[config.mk]
export PLATFORM = sky130hd
export DESIGN_NAME = mmio_responder_flat
export DESIGN_NICKNAME = d
export VERILOG_FILES = /design/src/rtl/mmio_responder_pkg.sv /design/src/rtl/mmio_responder_if.sv /design/src/rtl/mmio_timer.sv /design/src/rtl/mmio_responder.sv /design/src/flat_wrapper.sv
export SDC_FILE = /design/constraint.sdc
export NUM_CORES = 1
export LEC_CHECK = 0
export BUFFER_PORTS_ARGS = -buffer_cell sky130_fd_sc_hd__buf_4
export CAP_MARGIN = 30
export CORE_ASPECT_RATIO = 2
export CORE_MARGIN = 3
export CORE_UTILIZATION = 41
export CTS_CLUSTER_DIAMETER = 200
export CTS_CLUSTER_SIZE = 20
export DETAILED_ROUTE_END_ITERATION = 8
export GPL_ROUTABILITY_DRIVEN = 1
export GPL_TIMING_DRIVEN = 0
export PLACE_DENSITY = 0.64
export SLEW_MARGIN = 20
export SYNTH_ARGS = -nofsm -noshare
export SYNTH_HDL_FRONTEND = slang
export SYNTH_SLANG_ARGS = --single-unit
[constraint.sdc]
create_clock -name clk -period 2.6 [get_ports clk]
set_input_delay 0.26 -clock clk [delete_from_list [all_inputs] [get_ports clk]]
set_output_delay 0.26 -clock clk [all_outputs]
set_load 0.01 [all_outputs]
[src/rtl/mmio_responder_pkg.sv]
// Shared definitions for the MMIO responder: register offsets, register
// selector enum and the byte-lane merge used by every writable register.
package mmio_responder_pkg;

    localparam logic [15:0] BASE_HI_DEFAULT = 16'hbfaf;

    localparam logic [15:0] MMIO_SCRATCH = 16'h0000;
    localparam logic [15:0] MMIO_LED     = 16'h0004;
    localparam logic [15:0] MMIO_SWITCH  = 16'h0008;
    localparam logic [15:0] MMIO_TIMER   = 16'h000c;
    localparam logic [15:0] MMIO_COMPARE = 16'h0010;
    localparam logic [15:0] MMIO_STATUS  = 16'h0014;

    typedef enum logic [2:0] {
        REG_SCRATCH,
        REG_LED,
        REG_SWITCH,
        REG_TIMER,
        REG_COMPARE,
        REG_STATUS,
        REG_NONE
    } reg_e;

    // Byte offset with the word-alignment bits forced to zero.
    function automatic reg_e decode_offset(input logic [15:0] offset);
        reg_e r;
        case ({offset[15:2], 2'b00})
            MMIO_SCRATCH: r = REG_SCRATCH;
            MMIO_LED:     r = REG_LED;
            MMIO_SWITCH:  r = REG_SWITCH;
            MMIO_TIMER:   r = REG_TIMER;
            MMIO_COMPARE: r = REG_COMPARE;
            MMIO_STATUS:  r = REG_STATUS;
            default:      r = REG_NONE;
        endcase
        return r;
    endfunction

    function automatic logic [31:0] byte_merge(input logic [31:0] old_v,
                                               input logic [31:0] new_v,
                                               input logic [3:0]  wen);
        logic [31:0] r;
        r = old_v;
        for (int b = 0; b < 4; b++) begin
            if (wen[b]) r[8*b +: 8] = new_v[8*b +: 8];
        end
        return r;
    endfunction

endpackage

[src/rtl/mmio_responder_if.sv]
// Data-SRAM style request/response port between the core and the MMIO block.
interface mmio_responder_if;
    logic        data_sram_en;
    logic [3:0]  data_sram_wen;
    logic [31:0] data_sram_addr;
    logic [31:0] data_sram_wdata;
    logic [31:0] data_sram_rdata;

    modport master (
        output data_sram_en, data_sram_wen, data_sram_addr, data_sram_wdata,
        input  data_sram_rdata
    );

    modport slave (
        input  data_sram_en, data_sram_wen, data_sram_addr, data_sram_wdata,
        output data_sram_rdata
    );
endinterface

[src/rtl/mmio_timer.sv]
// Free-running 32-bit timer with compare match, enable and sticky pending flag.
module mmio_timer (
    input  logic        clk,
    input  logic        rst,
    input  logic        timer_we_i,
    input  logic [31:0] timer_wval_i,
    input  logic        cmp_we_i,
    input  logic [31:0] cmp_wval_i,
    input  logic        en_we_i,
    input  logic        en_wval_i,
    input  logic        pend_clr_i,
    output logic [31:0] timer_o,
    output logic [31:0] compare_o,
    output logic        enable_o,
    output logic        pending_o
);

    logic [31:0] timer_q;
    logic [31:0] compare_q;
    logic        enable_q;
    logic        pending_q;
    logic        match;

    assign match = enable_q && (timer_q == compare_q);

    // NOTE: sequential state uses non-blocking assignments so every flop
    // samples pre-edge values, regardless of statement order.
    always_ff @(posedge clk or negedge rst) begin
        if (!rst) begin
            timer_q   <= 32'h0;
            compare_q <= 32'hffff_ffff;
            enable_q  <= 1'b0;
            pending_q <= 1'b0;
        end else begin
            timer_q <= timer_we_i ? timer_wval_i : timer_q + 32'd1;
            if (cmp_we_i) compare_q <= cmp_wval_i;
            if (en_we_i)  enable_q  <= en_wval_i;
            // A match on the same edge as a clear keeps the interrupt raised.
            if (match)           pending_q <= 1'b1;
            else if (pend_clr_i) pending_q <= 1'b0;
        end
    end

    assign timer_o   = timer_q;
    assign compare_o = compare_q;
    assign enable_o  = enable_q;
    assign pending_o = pending_q;

endmodule

[src/rtl/mmio_responder.sv]
// MMIO window beside data RAM: scratch, LED, synchronised switches and a
// compare timer, with read data registered one cycle after the request.
module mmio_responder
    import mmio_responder_pkg::*;
#(
    parameter logic [15:0] BASE_HI = BASE_HI_DEFAULT,
    parameter int          LED_W   = 16,
    parameter int          SW_W    = 8
) (
    input  logic             clk,
    input  logic             rst,
    mmio_responder_if.slave  bus,
    input  logic [SW_W-1:0]  switch,
    output logic [LED_W-1:0] led,
    output logic             timer_int
);

    logic        sel;
    logic        wr_en;
    logic        rd_en;
    reg_e        reg_sel;
    logic [3:0]  wen;
    logic [31:0] wdata;

    logic [31:0]      scratch_q, scratch_d;
    logic [LED_W-1:0] led_q, led_d;
    logic [SW_W-1:0]  sw_meta_q, sw_sync_q;
    logic [31:0]      rdata_q;
    logic [31:0]      rd_val;
    logic [31:0]      led_wval;

    logic [31:0] timer_val, compare_val;
    logic        enable_val, pending_val;
    logic        timer_we, cmp_we, status_we;

    logic unused_bits;

    assign wen     = bus.data_sram_wen;
    assign wdata   = bus.data_sram_wdata;
    assign sel     = bus.data_sram_en && (bus.data_sram_addr[31:16] == BASE_HI);
    assign wr_en   = sel && (wen != 4'b0000);
    assign rd_en   = sel && (wen == 4'b0000);
    assign reg_sel = decode_offset(bus.data_sram_addr[15:0]);

    assign timer_we  = wr_en && (reg_sel == REG_TIMER);
    assign cmp_we    = wr_en && (reg_sel == REG_COMPARE);
    assign status_we = wr_en && (reg_sel == REG_STATUS) && wen[0];

    assign led_wval  = byte_merge(32'(led_q), wdata, wen);
    assign scratch_d = (wr_en && reg_sel == REG_SCRATCH) ? byte_merge(scratch_q, wdata, wen)
                                                         : scratch_q;
    assign led_d     = (wr_en && reg_sel == REG_LED) ? led_wval[LED_W-1:0] : led_q;

    mmio_timer u_timer (
        .clk          (clk),
        .rst          (rst),
        .timer_we_i   (timer_we),
        .timer_wval_i (byte_merge(timer_val, wdata, wen)),
        .cmp_we_i     (cmp_we),
        .cmp_wval_i   (byte_merge(compare_val, wdata, wen)),
        .en_we_i      (status_we),
        .en_wval_i    (wdata[1]),
        .pend_clr_i   ((status_we && wdata[0]) || cmp_we),
        .timer_o      (timer_val),
        .compare_o    (compare_val),
        .enable_o     (enable_val),
        .pending_o    (pending_val)
    );

    // NOTE: every variable assigned in always_comb gets a default first so
    // no path through the case leaves it unassigned (which would infer a latch).
    always_comb begin
        rd_val = 32'h0;
        case (reg_sel)
            REG_SCRATCH: rd_val = scratch_q;
            REG_LED:     rd_val = 32'(led_q);
            REG_SWITCH:  rd_val = 32'(sw_sync_q);
            REG_TIMER:   rd_val = timer_val;
            REG_COMPARE: rd_val = compare_val;
            REG_STATUS:  rd_val = {30'h0, enable_val, pending_val};
            default:     rd_val = 32'h0;
        endcase
    end

    always_ff @(posedge clk or negedge rst) begin
        if (!rst) begin
            scratch_q <= 32'h0;
            led_q     <= '0;
            sw_meta_q <= '0;
            sw_sync_q <= '0;
            rdata_q   <= 32'h0;
        end else begin
            scratch_q <= scratch_d;
            led_q     <= led_d;
            sw_meta_q <= switch;
            sw_sync_q <= sw_meta_q;
            // rdata holds its value across writes and unselected requests.
            if (rd_en) rdata_q <= rd_val;
        end
    end

    assign bus.data_sram_rdata = rdata_q;
    assign led                 = led_q;
    assign timer_int           = pending_val;

    // Word-alignment address bits and the LED merge bits above LED_W are don't-cares.
    assign unused_bits = ^{bus.data_sram_addr[1:0], led_wval};

endmodule

[src/flat_wrapper.sv]
// flat-port wrapper written by rule: the top's interface ports become plain ports
module mmio_responder_flat import mmio_responder_pkg::*;
#(
    parameter logic [15:0] BASE_HI = BASE_HI_DEFAULT,
    parameter int          LED_W   = 16,
    parameter int          SW_W    = 8
)
  (clk, rst, switch, led, timer_int, bus_data_sram_en, bus_data_sram_wen, bus_data_sram_addr, bus_data_sram_wdata, bus_data_sram_rdata);
  mmio_responder_if bus_i ();
  input  logic clk;
  input  logic rst;
  input  logic [SW_W-1:0] switch;
  output logic [LED_W-1:0] led;
  output logic timer_int;
  input wire logic [$bits(bus_i.data_sram_en)-1:0] bus_data_sram_en;
  input wire logic [$bits(bus_i.data_sram_wen)-1:0] bus_data_sram_wen;
  input wire logic [$bits(bus_i.data_sram_addr)-1:0] bus_data_sram_addr;
  input wire logic [$bits(bus_i.data_sram_wdata)-1:0] bus_data_sram_wdata;
  output wire logic [$bits(bus_i.data_sram_rdata)-1:0] bus_data_sram_rdata;
  assign bus_i.data_sram_en = bus_data_sram_en;
  assign bus_i.data_sram_wen = bus_data_sram_wen;
  assign bus_i.data_sram_addr = bus_data_sram_addr;
  assign bus_i.data_sram_wdata = bus_data_sram_wdata;
  assign bus_data_sram_rdata = bus_i.data_sram_rdata;
  mmio_responder #(.BASE_HI(BASE_HI), .LED_W(LED_W), .SW_W(SW_W)) u_core (.clk(clk), .rst(rst), .bus(bus_i), .switch(switch), .led(led), .timer_int(timer_int));
endmodule
# Word-level counts from Yosys, hierarchy flattened
# Cells that the tools add are included.
# Widths: inputs -> output; s select.
dict set report op_classes {
  add_sub_neg 1
  n_eq_ne 16
  mux 9
  n_reduce_logical 27
}
# cell n
set op_table {}
lappend op_table {{$pmux 32 s6} 1}
lappend op_table {{$add 32x1->32 const B} 1}
lappend op_table {{$eq 32x32->1} 1}
lappend op_table {{$mux 32} 1}
lappend op_table {{$mux 8} 4}
lappend op_table {{$eq 14x2->1 const B} 2}
lappend op_table {{$eq 14x3->1 const B} 2}
lappend op_table {{$reduce_and 2->1} 10}
lappend op_table {{$pmux 3 s6} 1}
lappend op_table {{$eq 16x16->1 const B} 1}
lappend op_table {{$eq 14x1->1 const B} 1}
lappend op_table {{$logic_not 14->1} 1}
lappend op_table {{$logic_and 1x1->1} 11}
lappend op_table {{$ne 2x2->1 const B} 4}
lappend op_table {{$eq 3x2->1 const B} 2}
lappend op_table {{$eq 3x3->1 const B} 2}
lappend op_table {{$logic_not 4->1} 1}
lappend op_table {{$reduce_bool 4->1} 1}
lappend op_table {{$eq 3x1->1 const B} 1}
lappend op_table {{$logic_not 3->1} 1}
lappend op_table {{$mux 1} 2}
lappend op_table {{$reduce_bool 2->1} 1}
lappend op_table {{$logic_or 1x1->1} 1}
dict set report totals {
  register_bits 162
  inputBits 79
  output_inout_bits 49
  word_cells 72
}

# Depth between registers and ports, before layout
# Gate-level depths: netlist (run 1).
dict set report logic_depth {
  word_depth 9
  ltp_mapped 16
  ltp_nobuf 11
}

# Modules after synthesis
# From an unflattened synthesis (run 1), not the netlist that was laid out.
dict set report unflattened {
  hier_cells 887
  hier_area_um2 8868.5
}
# module instances cells_per_inst area_per_inst_um2 seq_area_each_um2
set by_module_without_submodules {}
lappend by_module_without_submodules {mmio_responder 1 582 5435.2 2402.3}
lappend by_module_without_submodules {mmio_timer 1 305 3433.3 1691.6}

# Worst setup path after synthesis (run 1)
# OpenSTA, ideal clock, no wires.
dict set report synth_path {
  kind {input port to flip-flop}
  start {input port bus_data_sram_addr[11]}
  end {register u_core.u_timer.timer_q[4] (netlist: u_core.u_timer.timer_o[4])}
  setup_ns 0.119
  arrival_time_ns 3.416
  required_time_ns 2.481
  slack_ns -0.935
  stages 16
  n_path_buf 5
  cell_sequence {nor4_2 and3_1 buf_2 and2_1 buf_2 inv_2 clkbuf_1 ha_1 nor4bb_1 and4_1 and4_1 clkbuf_1 buf_2 nand2_1 o22a_1 o21a_1}
}
dict set report synth_between {
  elab_chain_cells 5
  elab_cells_between_ends 11
  cone_classes {7 x eq/ne; 2 x mux; 2 x reduce/logical}
}
# item line_no
set synth_rtl {}
lappend synth_rtl {{start: declaration} flat_wrapper.sv:17} ;# input wire logic [$bits(bus_i.data_sram_addr)-1:0] bus_data_sram_addr;
lappend synth_rtl {{$eq 14x3->1 (tied with other cells)} mmio_responder_pkg.sv:27} ;# case ({offset[15:2], 2'b00})
lappend synth_rtl {{$pmux 3 s6 *} mmio_responder_pkg.sv:27}
lappend synth_rtl {{$eq 3x2->1 *} mmio_responder.sv:45} ;# assign timer_we = wr_en && (reg_sel == REG_TIMER);
lappend synth_rtl {{$logic_and 1x1->1 *} mmio_responder.sv:45}
lappend synth_rtl {{$ne 2x2->1 (no source line) or $mux 32 (tied branches)} --}
lappend synth_rtl {{end signal: assignment} mmio_timer.sv:35} ;# timer_q <= timer_we_i ? timer_wval_i : timer_q + 32'd1;
lappend synth_rtl {{end: declaration} mmio_timer.sv:18} ;# logic [31:0] timer_q;
# Mark *: on every way between the ends. The rest lies on a longest branch, timed or not.
# A chain may end at the register's enable or synchronous reset.

# Final worst setup path (run 1)
dict set report layout_path {
  start {input port bus_data_sram_addr[12]}
  end {register u_core.u_timer.timer_q[4] (netlist: u_core.u_timer.timer_o[4])}
}
# The elaborated chain is that of the path after synthesis.

==> run_results.csv, run 1 <==
group,metric,value,unit
critical_path,cp_data_required_time,2.92,ns
cells_and_area,drive_gt1_frac,0.402,
logic_synthesis,synth_warnings,0,
routing,wl_met3,1480,um
logic_synthesis,synthTopCellsByArea,"dfrtp_1, mux2_2, dfstp_2",
logic_synthesis,yosys.cell_types.count,62,
power_and_ir_drop,p_total,5.38,mW
placed_design,hpwl,19100,um
logic_synthesis,syn_area_per_cell,11.0,um^2
placed_design,preCtsSetupSlack,-1.36,ns
cells_and_area,fin_nets,998,
sta,hold_violations,0,
global_route,antenna_found_initial,1,
sta,timing.hold.ws,0.0677,ns
sta,min_period_over_period,0.992,
routing,wl_met1,9130,um
routing,wl_met2,14300,um
global_route,grt_max_degree,66,
sta,fin_crit,2.58,ns
clock_tree,cts_tree,"done",
clock_tree,cts_max_level,4,
routing,highest-signal-layer,"met5",
logic_synthesis,synth_ff_type,"dfrtp_1",
routing,first_iter_violations,507,
sta,fmax,388,MHz
sta,setup_ws,0.0201,ns
placed_design,port_buffers,124,
power_and_ir_drop,p_leak,4.87,nW
clock_tree,cts_buffers,17,
routing,wl,26400,um
critical_path,cp-start-kind,"input pin",
cells_and_area,antenna_cells,0,
critical_path,critPathBufInv,4,
logic_synthesis,synthTopCellsByCount,"dfrtp_1, mux2_2, nand2_1, nor2_1, dfstp_2",
floorplan,die_x,105,um
placed_design,place_congestion,0.952,
power_and_ir_drop,power_density,500,nW/um^2
routing,drc_errors,0,
clock_tree,cts.sink_count,162,
critical_path,cp_top_family,"simple AND/OR/NAND/NOR gates",
global_route,grt_pass1_wl,40900,um
routing,ant_nets,0,
logic_synthesis,syn-num-nets,820,
clock_tree,clock_path_buffers,2,
routing,vias,6854,
critical_path,crit_arrival,2.90,ns
global_route,track_usage,0.250,
clock_tree,cts-root-buf,"clkbuf_16",
logic_synthesis,synth_top_area_frac,0.401,
cells_and_area,area_growth,32.9,%
critical_path,worstPathCellList,"buf_6 > nor4_4 > and3_4 > and2_4 > inv_8 > ha_4 > nor4bb_4 > and4_4 > and4_1 > buf_8 > buf_12 > nand2_8 > o22a_1 > o21a_1",
sta,fin_setup_tns,0,ns
global_route,globalRouteOverflowTotal,0,
critical_path,criticalPathCategory,"input pin to flip-flop",
logic_synthesis,netlist_instances,739,
flow_run,max-cap-violations,0,
cells_and_area,fillers,1739,
sta,slew_viol_final,0,
global_route,grt_pass1_vias,7258,
floorplan,rows,72,
sta,finalSetupViolations,0,
routing,viasPerCell,5.76,
routing,first_pass_iters,5,
logic_synthesis,syn_area,8110,um^2
clock_tree,clkLatencyLatePin,0.43,ns
logic_synthesis,synth_edf_count,0,
floorplan,die_height,205,um
min_path,hp-class,"input pin to flip-flop",
floorplan,io_pins,128,
floorplan,start_util,0.418,
sta,tightest_slew,0.918,ns
logic_synthesis,ys_seq_elements,162,
critical_path,path_max_fanout,6,
logic_synthesis,synth_top_area_cell,"dfrtp_1",
critical_path,end_kind,"flip-flop",
logic_synthesis,synthArstFlopShare,1.00,
floorplan,die_area,21600,um^2
logic_synthesis,yosys.cell_count.top_type,"dfrtp_1",
sta,clock_skew,0.00917,ns
power_and_ir_drop,irDropWorstVdd,379,uV
critical_path,cpPeakStageDelay,0.39,ns
logic_synthesis,seq_area_frac_synth,0.505,
critical_path,slowest_stage,"nor4_4",
status,status,"finished, final reports clean",
sta,rsz0062_at_grt,"no",
floorplan,coreArea,19400,um^2
clock_tree,path_clk_slew,0.07,ns
routing,avgRoutedWirePerCell,22.2,um
sta,slew_headroom,0.386,
cells_and_area,post-route-util,0.556,
-- cells by family (layout without fill, tap and decap cells) --
| group | Yosys count | count (layout) | share of synthesized area |
|---|---|---|---|
| xor+xnor | 32 | 32 | 0.0346 |
| mux | 107 | 107 | 0.147 |
| simple gates | 241 | 241 | 0.159 |
| buf+inv | 48 | 239 | 0.0253 |
| fa+ha+maj | 2 | 2 | 0.00309 |
| compound gates | 147 | 147 | 0.126 |
| flops | 162 | 162 | 0.505 |
-- where the power goes --
part	total, mW	internal (mW)	switching [mW]
Sequential	2.54	2.54	0.00321
Combinational	0.252	0.116	0.135
Clock	2.59	1.56	1.03
-- worst reg2reg max path: cells and delay by family, from the launching register on --
family | cells | cell delay (ns)
buffers and inverters | 2 | 0.63
flip-flops | 1 | 0.32
AND/OR/NAND/NOR | 5 | 1.51
-- registers in the layout, summed over array words and instances, names as in the netlist, 8 cells and up --
signal,cells
u_core.bus.data_sram_rdata,32
u_core.scratch_q,32
u_core.u_timer.compare_o,32
u_core.u_timer.timer_o,32
u_core.led,16
u_core.sw_meta_q,8
u_core.sw_sync_q,8
-- through the flow --
step / cell area, um^2 / instances
after floorplan: 8240 / 739
after global placement: 9490 / 1122
after detailed placement: 9570 / 1126
after CTS: 10700 / 1187
after global routing: 10800 / 1189
final: 10800 / 1189
-- repair_timing --
action	4_1_cts	5_1_grt
hold endpoints to repair	40	0
resized for setup	56	13
buffers inserted	20	5
hold buffers	9	0
pin swaps	20	11
endpoints found under the setup margin	127	71
cloned	3	0
-- routing by layer --
metal / GRT usage / vias up
met4: 0.147 / 2
met3: 0.0527 / 75
li1: - / 3112
met1: 0.262 / 3396
met2: 0.454 / 269
met5: 0 / -
-- final cells by class --
class | instances | area (um^2) | area share
plain buffers | 34 | 239 | 0.0222
multi-input cells | 529 | 4080 | 0.379
well taps | 259 | 324 | 0.0301
clock inverters | 9 | 131 | 0.0122
clock buffers | 23 | 468 | 0.0434
inverters | 8 | 37.5 | 0.00348
flip-flops and latches | 162 | 4090 | 0.380
repair buffers | 165 | 1400 | 0.130
-- cell usage in the layout, fill, tap and decap left out, types with 5 or more instances in the layout --
cell,n
nand4_1,14
xnor2_1,17
nand2_2,6
dlygate4sd3_1,9
buf_4,141
o21ai_0,29
and4_1,5
o21ai_1,10
clkbuf_16,19
and3_1,19
nor2_1,36
o221a_2,10
nand3_1,24
a21oi_1,27
xor2_1,15
mux2i_1,10
nor3_1,12
nand2b_1,5
a221oi_1,27
mux2_1,16
buf_2,6
inv_1,7
dfrtp_1,130
or4_1,7
dfstp_2,32
nor2b_1,17
mux2_2,81
clkbuf_1,19
a211oi_1,7
nand2_1,50
nor4_1,6
buf_6,11
-- final timing paths --
check | cells past startpoint | slack [ns] | start | to
max reg2reg | 7 | 0.09 | u_core.u_timer.timer_o[2]$_DFFE_PN0P_ | u_core.u_timer.timer_o[31]$_DFFE_PN0P_
max | 14 | 0.02 | bus_data_sram_addr[12] | u_core.u_timer.timer_o[4]$_DFFE_PN0P_
min in group asynchronous | 2 | 0.31 | rst | u_core.bus.data_sram_rdata[22]$_DFFE_PN0P_
max in group asynchronous | 4 | 1.31 | rst | u_core.u_timer.compare_o[7]$_DFFE_PN1P_
min | 2 | 0.07 | bus_data_sram_wdata[21] | u_core.u_timer.compare_o[21]$_DFFE_PN1P_
min reg2reg | 0 | 0.35 | u_core.sw_meta_q[7]$_DFF_PN0_ | u_core.sw_sync_q[7]$_DFF_PN0_
Power figures use the tool's default switching activity.
==> inputs of run 2 (changes only) <==
- ABC_AREA: not set -> 1
- CELL_PAD_IN_SITES_DETAIL_PLACEMENT: not set -> 1
- CELL_PAD_IN_SITES_GLOBAL_PLACEMENT: not set -> 1
- PLACE_DENSITY: 0.64 -> 0.82
==> run_results.csv, run 2 <==
group,metric,value,unit
status,status,"finished, final reports clean",
power_and_ir_drop,p_switching,1.26,mW
logic_synthesis,netlist_instances,1203,
logic_synthesis,yosys.cell_count.top_type,"nand2_1",
routing,avgRoutedWirePerCell,19.9,um
min_path,hp-class,"input pin to flip-flop",
routing,vias,8787,
global_route,antenna_found_initial,0,
cells_and_area,antenna_cells,0,
cells_and_area,final_cell_mix,"nand2_1, inv_1, buf_4, dfrtp_1, o21ai_0",
sta,finalSetupViolations,0,
cells_and_area,final_area,11000,um^2
power_and_ir_drop,internal_power,4.04,mW
logic_synthesis,synthTopCellsByCount,"nand2_1, inv_1, dfrtp_1, o21ai_0, nor2_1",
critical_path,path_max_fanout,10,
global_route,grt_pass1_vias,9581,
logic_synthesis,ys_seq_elements,162,
clock_tree,cts.sink_count,162,
logic_synthesis,synth_warnings,0,
placed_design,numPlacedInstances,1597,
critical_path,reg2reg_from,"u_core.u_timer.timer_o[0]$_DFFE_PN0P_",
critical_path,crit_path_start,"bus_data_sram_addr[13]",
placed_design,dpl-instance-area,10300,um^2
sta,clock_skew,0.0155,ns
routing,wl,32700,um
global_route,track_usage,0.278,
routing,drc_errors,0,
sta,hold_violations,0,
floorplan,die_area,23800,um^2
cells_and_area,area_growth,22.2,%
power_and_ir_drop,pwr-share-clk,0.473,
logic_synthesis,yosys.cell_types.count,41,
flow_run,max-cap-violations,0,
power_and_ir_drop,p_total,5.30,mW
clock_tree,clock_path_buffers,2,
cells_and_area,fin_nets,1437,
critical_path,worstPathCellList,"buf_4 > nor2_1 > nand3_1 > nor2_2 > nand2_1 > ha_1 > nand3_4 > nand2_4 > nor3_4 > nand2_2 > buf_2 > o21ai_1",
logic_synthesis,synth_edf_count,0,
clock_tree,cts_buffers,17,
logic_synthesis,seq_area_frac_synth,0.457,
logic_synthesis,syn_area,8960,um^2
placed_design,place_congestion,0.981,
cells_and_area,drive_gt1_frac,0.183,
clock_tree,clkLatencyLatePin,0.46,ns
cells_and_area,final_common_cell,"nand2_1",
cells_and_area,fillers,2705,
global_route,globalRouteOverflowTotal,0,
global_route,grt_pass1_wl,51600,um
logic_synthesis,syn-num-nets,1284,
critical_path,cp_data_required_time,2.98,ns
logic_synthesis,synth_top_area_frac,0.363,
critical_path,critPathBufInv,2,
routing,viasPerCell,5.36,
logic_synthesis,synth_ff_type,"dfrtp_1",
sta,tightest_slew,0.633,ns
routing,first_pass_iters,4,
clock_tree,cts_max_level,4,
power_and_ir_drop,combPwrFrac,0.047,
logic_synthesis,synthArstFlopShare,1.00,
sta,slew_viol_final,0,
placed_design,port_buffers,124,
sta,slew_headroom,0.577,
sta,fmax,419,MHz
clock_tree,post_cts_buffers,0,
critical_path,cp-start-kind,"input pin",
power_and_ir_drop,p_leak,5.34,nW
clock_tree,cts-root-buf,"clkbuf_16",
min_path,hold_start,"bus_data_sram_wdata[4]",
power_and_ir_drop,irDropWorstVdd,520,uV
critical_path,cp_top_family,"simple AND/OR/NAND/NOR gates",
routing,first_iter_violations,427,
power_and_ir_drop,p_seq_frac,0.480,
logic_synthesis,syn_area_per_cell,7.45,um^2
power_and_ir_drop,swShare,0.237,
routing,ant_nets,0,
critical_path,slowest_stage,"nor3_4",
cells_and_area,stdcell_count,1638,
floorplan,coreArea,21200,um^2
clock_tree,path_clk_slew,0.07,ns
sta,fin_crit,2.39,ns
floorplan,io_pins,128,
logic_synthesis,synth_top_area_cell,"dfrtp_1",
sta,timing.hold.ws,0.0519,ns
placed_design,hpwl,24800,um
floorplan,die_height,215,um
critical_path,end_kind,"flip-flop",
floorplan,die_x,111,um
sta,rsz0062_at_grt,"yes",
floorplan,rows,75,
power_and_ir_drop,power_density,484,nW/um^2
global_route,grt_max_degree,85,
critical_path,criticalPathCategory,"input pin to flip-flop",
critical_path,cpPeakStageDelay,0.40,ns
critical_path,crit_arrival,2.77,ns
floorplan,start_util,0.423,
sta,min_period_over_period,0.918,
clock_tree,cts_tree,"done",
logic_synthesis,synthTopCellsByArea,"dfrtp_1, nand2_1, dfstp_2",
## run 2: changes by cell type after synthesis, moves of 16 or more
cell,delta
nand3_1,+17
inv_1,+127
and3_1,-21
mux2_2,-81
a21oi_1,-25
mux2_1,-16
a221oi_1,-27
nor2_1,+31
nand4_1,+28
nand2_1,+377
o21ai_1,+43
o21ai_0,+44
nor2b_1,-19
## run 2: cell families (layout without fill, tap and decap cells)
| family | after synthesis | after routing | share of synthesized area |
|---|---|---|---|
| AOI/OAI and AO/OA | 162 | 162 | 0.0994 |
| xor gates and xnor gates | 37 | 37 | 0.0361 |
| adders and majority gates | 2 | 2 | 0.00279 |
| buffers and inverters | 181 | 347 | 0.0825 |
| DFF | 162 | 162 | 0.457 |
| and+or+nand+nor | 659 | 659 | 0.323 |
## run 2: worst paths after layout
path | slack (ns) | cells past startpoint | end
setup / recovery | 0.21 | 12 | u_core.u_timer.compare_o[25]$_DFFE_PN1P_
hold / removal | 0.05 | 3 | u_core.u_timer.compare_o[4]$_DFFE_PN1P_
setup reg to reg | 0.22 | 9 | u_core.u_timer.timer_o[30]$_DFFE_PN0P_
hold reg to reg | 0.36 | 0 | u_core.sw_sync_q[1]$_DFF_PN0_
max in group asynchronous | 1.28 | 3 | u_core.u_timer.compare_o[18]$_DFFE_PN1P_
min in group asynchronous | 0.37 | 2 | u_core.led[0]$_DFFE_PN0P_
## run 2: what timing repair did
action,CTS,global route
setup endpoints to repair,2,14
endpoints found under the hold margin,75,0
hold buffers,9,0
resized for setup,1,4
## run 2: power groups by stage
| stage | clock network (mW) | registers (mW) | logic, mW |
|---|---|---|---|
| after floorplan | 0 | 2.58 | 0.0528 |
| after global placement | 0 | 2.59 | 0.230 |
| after detailed placement | 0 | 2.59 | 0.242 |
| after CTS | 2.55 | 2.54 | 0.255 |
| after global routing | 2.65 | 2.54 | 0.277 |
| final | 2.51 | 2.54 | 0.252 |
## run 2: final cells by class
cell class | count | area (um^2) | share of cell area
clock inverters | 10 | 100 | 0.00914
clock buffers | 22 | 474 | 0.0433
plain buffers | 44 | 228 | 0.0208
inverters | 137 | 514 | 0.0469
repair buffers | 134 | 1060 | 0.0964
flip-flops and latches | 162 | 4090 | 0.374
multi-input cells | 860 | 4150 | 0.379
well taps | 269 | 337 | 0.0307
## run 2: worst reg2reg max path, cell delays in order, from the launching register on
cell and delay (ns):
dfrtp_1 0.47, ha_1 0.25, nand3_1 0.29, nor2_1 0.25, inv_1 0.08, nor2_1 0.35
nand2_1 0.19, xor2_1 0.17, o21ai_0 0.15, nand2_1 0.06
## run 2: layer usage
metal  GRT usage  wire length [um]  vias to the layer above
li1            -                 -                     4157
met1       0.269             11500                     4280
met2       0.532             18000                      243
met3      0.0459              1050                      107
met4       0.181              2160                        0
met5           0                 0                        -
## run 2: through the flow
step                TNS (ns)  setup slack (ns)  utilization
floorplan                  0             0.454            -
global placement      -14.15            -0.407        0.482
detailed placement    -20.54            -0.458        0.484
CTS                        0             0.176        0.516
global route         -0.0268           -0.0245        0.517
finish                     0             0.214        0.517
==> inputs of run 3 (changes only) <==
- RECOVER_POWER: not set -> 100
==> run_results.csv, run 3 (same netlist as run 2, synthesis figures left out) <==
group,metric,value,unit
placed_design,port_buffers,124,
placed_design,preCtsSetupSlack,-0.458,ns
routing,avgRoutedWirePerCell,19.9,um
floorplan,die_x,111,um
critical_path,path_depth,9,
routing,first_iter_violations,436,
cells_and_area,final_common_cell,"nand2_1",
cells_and_area,area_growth,19.9,%
critical_path,cp-start-kind,"flip-flop",
sta,fin_crit,2.39,ns
global_route,globalRouteOverflowTotal,0,
floorplan,die_area,23800,um^2
routing,first_pass_iters,6,
min_path,hp-class,"input pin to flip-flop",
cells_and_area,fillers,2747,
clock_tree,cts_max_level,4,
critical_path,r2r_setup_slack,0.21,ns
global_route,track_usage,0.278,
sta,clock_skew,0.0153,ns
critical_path,end_kind,"flip-flop",
clock_tree,clkLatencyLatePin,0.46,ns
clock_tree,cts_buffers,17,
placed_design,hpwl,24800,um
status,violations,"max-capacitance violations, max-slew violations",
critical_path,critPathCapture,"u_core.u_timer.timer_o[30]$_DFFE_PN0P_",
critical_path,path_max_fanout,6,
sta,fmax,419,MHz
power_and_ir_drop,power_density,492,nW/um^2
flow_run,max-cap-violations,1,
critical_path,worstPathCellList,"ha_1 > nand3_1 > nor2_1 > inv_1 > nor2_1 > nand2_1 > xor2_1 > o21ai_0 > nand2_1",
status,status,"finished with violations",
global_route,grt_use_met3,0.0459,
routing,vias,8788,
critical_path,cpPeakStageDelay,0.46,ns
global_route,use_met2,0.532,
sta,setup_ws,0.212,ns
global_route,grt_max_degree,85,
sta,slew_headroom,-0.368,
critical_path,reg2reg_depth,9,
routing,ant_nets,0,
clock_tree,clock_path_buffers,2,
routing,wl,32600,um
clock_tree,cts.sink_count,162,
power_and_ir_drop,p_leak,5.12,nW
clock_tree,post_cts_buffers,0,
critical_path,slowest_stage,"dfrtp_1",
sta,tightest_slew,2.05,ns
critical_path,reg2reg_from,"u_core.u_timer.timer_o[0]$_DFFE_PN0P_",
global_route,grt_pass1_vias,9581,
critical_path,criticalPathCategory,"flip-flop to flip-flop",
clock_tree,path_clk_slew,0.06,ns
critical_path,crit_arrival,2.72,ns
global_route,gr-max-usage-layer,"met2",
cells_and_area,fin_nets,1437,
routing,drc_errors,0,
sta,min_period_over_period,0.918,
critical_path,cp_top_family,"simple AND/OR/NAND/NOR gates",
floorplan,start_util,0.423,
critical_path,reg2reg_to,"u_core.u_timer.timer_o[30]$_DFFE_PN0P_",
clock_tree,cts_tree,"done",
routing,viasPerCell,5.37,
sta,rsz0062_at_grt,"yes",
critical_path,cp_data_required_time,2.94,ns
floorplan,io_pins,128,
critical_path,critPathBufInv,1,
critical_path,crit_path_start,"u_core.u_timer.timer_o[0]$_DFFE_PN0P_",
global_route,grt_pass1_wl,51600,um
cells_and_area,antenna_cells,0,
placed_design,place_congestion,0.981,
cells_and_area,final_cell_mix,"nand2_1, inv_1, dfrtp_1",
floorplan,die_height,215,um
global_route,antenna_found_initial,0,
sta,slew_viol_final,79,
clock_tree,cts-root-buf,"clkbuf_16",
floorplan,coreArea,21200,um^2
sta,finalSetupViolations,0,
cells_and_area,post-route-util,0.507,
cells_and_area,drive_gt1_frac,0.146,
floorplan,rows,75,
sta,hold_violations,0,
global_route,grtUsageMet1,0.269,
power_and_ir_drop,irDropWorstVdd,521,uV
## run 3: cell types whose count changed in the layout (fill, tap and decap cells not counted)
cell / change
buf_12: +1
buf_16: -1
buf_4: -59
buf_8: -1
clkbuf_1: +51
clkbuf_2: +1
clkbuf_4: +8
o21ai_0: +2
o21ai_1: -2
## run 3: per-stage QoR
step           instance area (um^2)  TNS [ns]  hold slack (ns)  std cells  power, mW
6_report                      10700         0           0.0533       1638       5.29
5_1_grt                       10700   -0.0268           0.0589       1638       5.46
2_1_floorplan                  8960         0          -0.0356       1203       2.64
3_5_place_dp                  10300    -20.54            0.295       1597       2.83
4_1_cts                       10900         0           0.0368       1638       5.34
3_3_place_gp                  10200    -14.15            0.334       1596       2.82
## run 3: cell type report
class / instances / area [um^2] / area share
Multi-Input combinational cell: 860 / 4150 / 0.386
Sequential cell: 162 / 4090 / 0.381
Timing Repair Buffer: 134 / 847 / 0.0788
Inverter: 137 / 514 / 0.0478
Clock buffer: 22 / 474 / 0.0441
Tap cell: 269 / 337 / 0.0313
Buffer: 44 / 228 / 0.0212
Clock inverter: 10 / 100 / 0.00931
## run 3: how the worst min path moves through the flow
stage	slack, ns	endpoint	cells after the start	from
finish	0.05	u_core.u_timer.compare_o[23]$_DFFE_PN1P_	3	bus_data_sram_wdata[23]
global route	0.06	u_core.u_timer.compare_o[23]$_DFFE_PN1P_	3	bus_data_sram_wdata[23]
CTS	0.04	u_core.u_timer.compare_o[23]$_DFFE_PN1P_	3	bus_data_sram_wdata[23]
detailed placement	0.30	u_core.bus.data_sram_rdata[0]$_DFFE_PN0P_	1	rst
global placement	0.33	u_core.sw_sync_q[2]$_DFF_PN0_	0	u_core.sw_meta_q[2]$_DFF_PN0_
floorplan	-0.04	u_core.bus.data_sram_rdata[0]$_DFFE_PN0P_	0	rst
## run 3: routing by layer
metal / wire [um] / up-vias / part of all wire
li1: - / 4163 / -
met1: 11500 / 4284 / 0.35
met2: 18000 / 235 / 0.55
met3: 991 / 106 / 0.030
met4: 2120 / 0 / 0.065
met5: 0 / - / 0
## run 3: power by group
part	switching [mW]	total, mW	internal [mW]
sequential	0.00587	2.54	2.54
combinational	0.149	0.246	0.0973
clock	1.10	2.50	1.40
## run 3: worst reg2reg max path: cells and delay by family, from the launching register on
kind / cells / cell delay (ns)
flops: 1 / 0.46
simple gates: 5 / 1.15
xor+xnor: 1 / 0.17
fa+ha+maj: 1 / 0.25
buf+inv: 1 / 0.08
compound gates: 1 / 0.16
## run 3: repair_timing
item	in CTS	in global routing
pin swaps	0	0
setup endpoints to repair	2	14
hold endpoints to repair	75	0
gates cloned	0	0
hold buffers	9	0
resized for setup	1	4
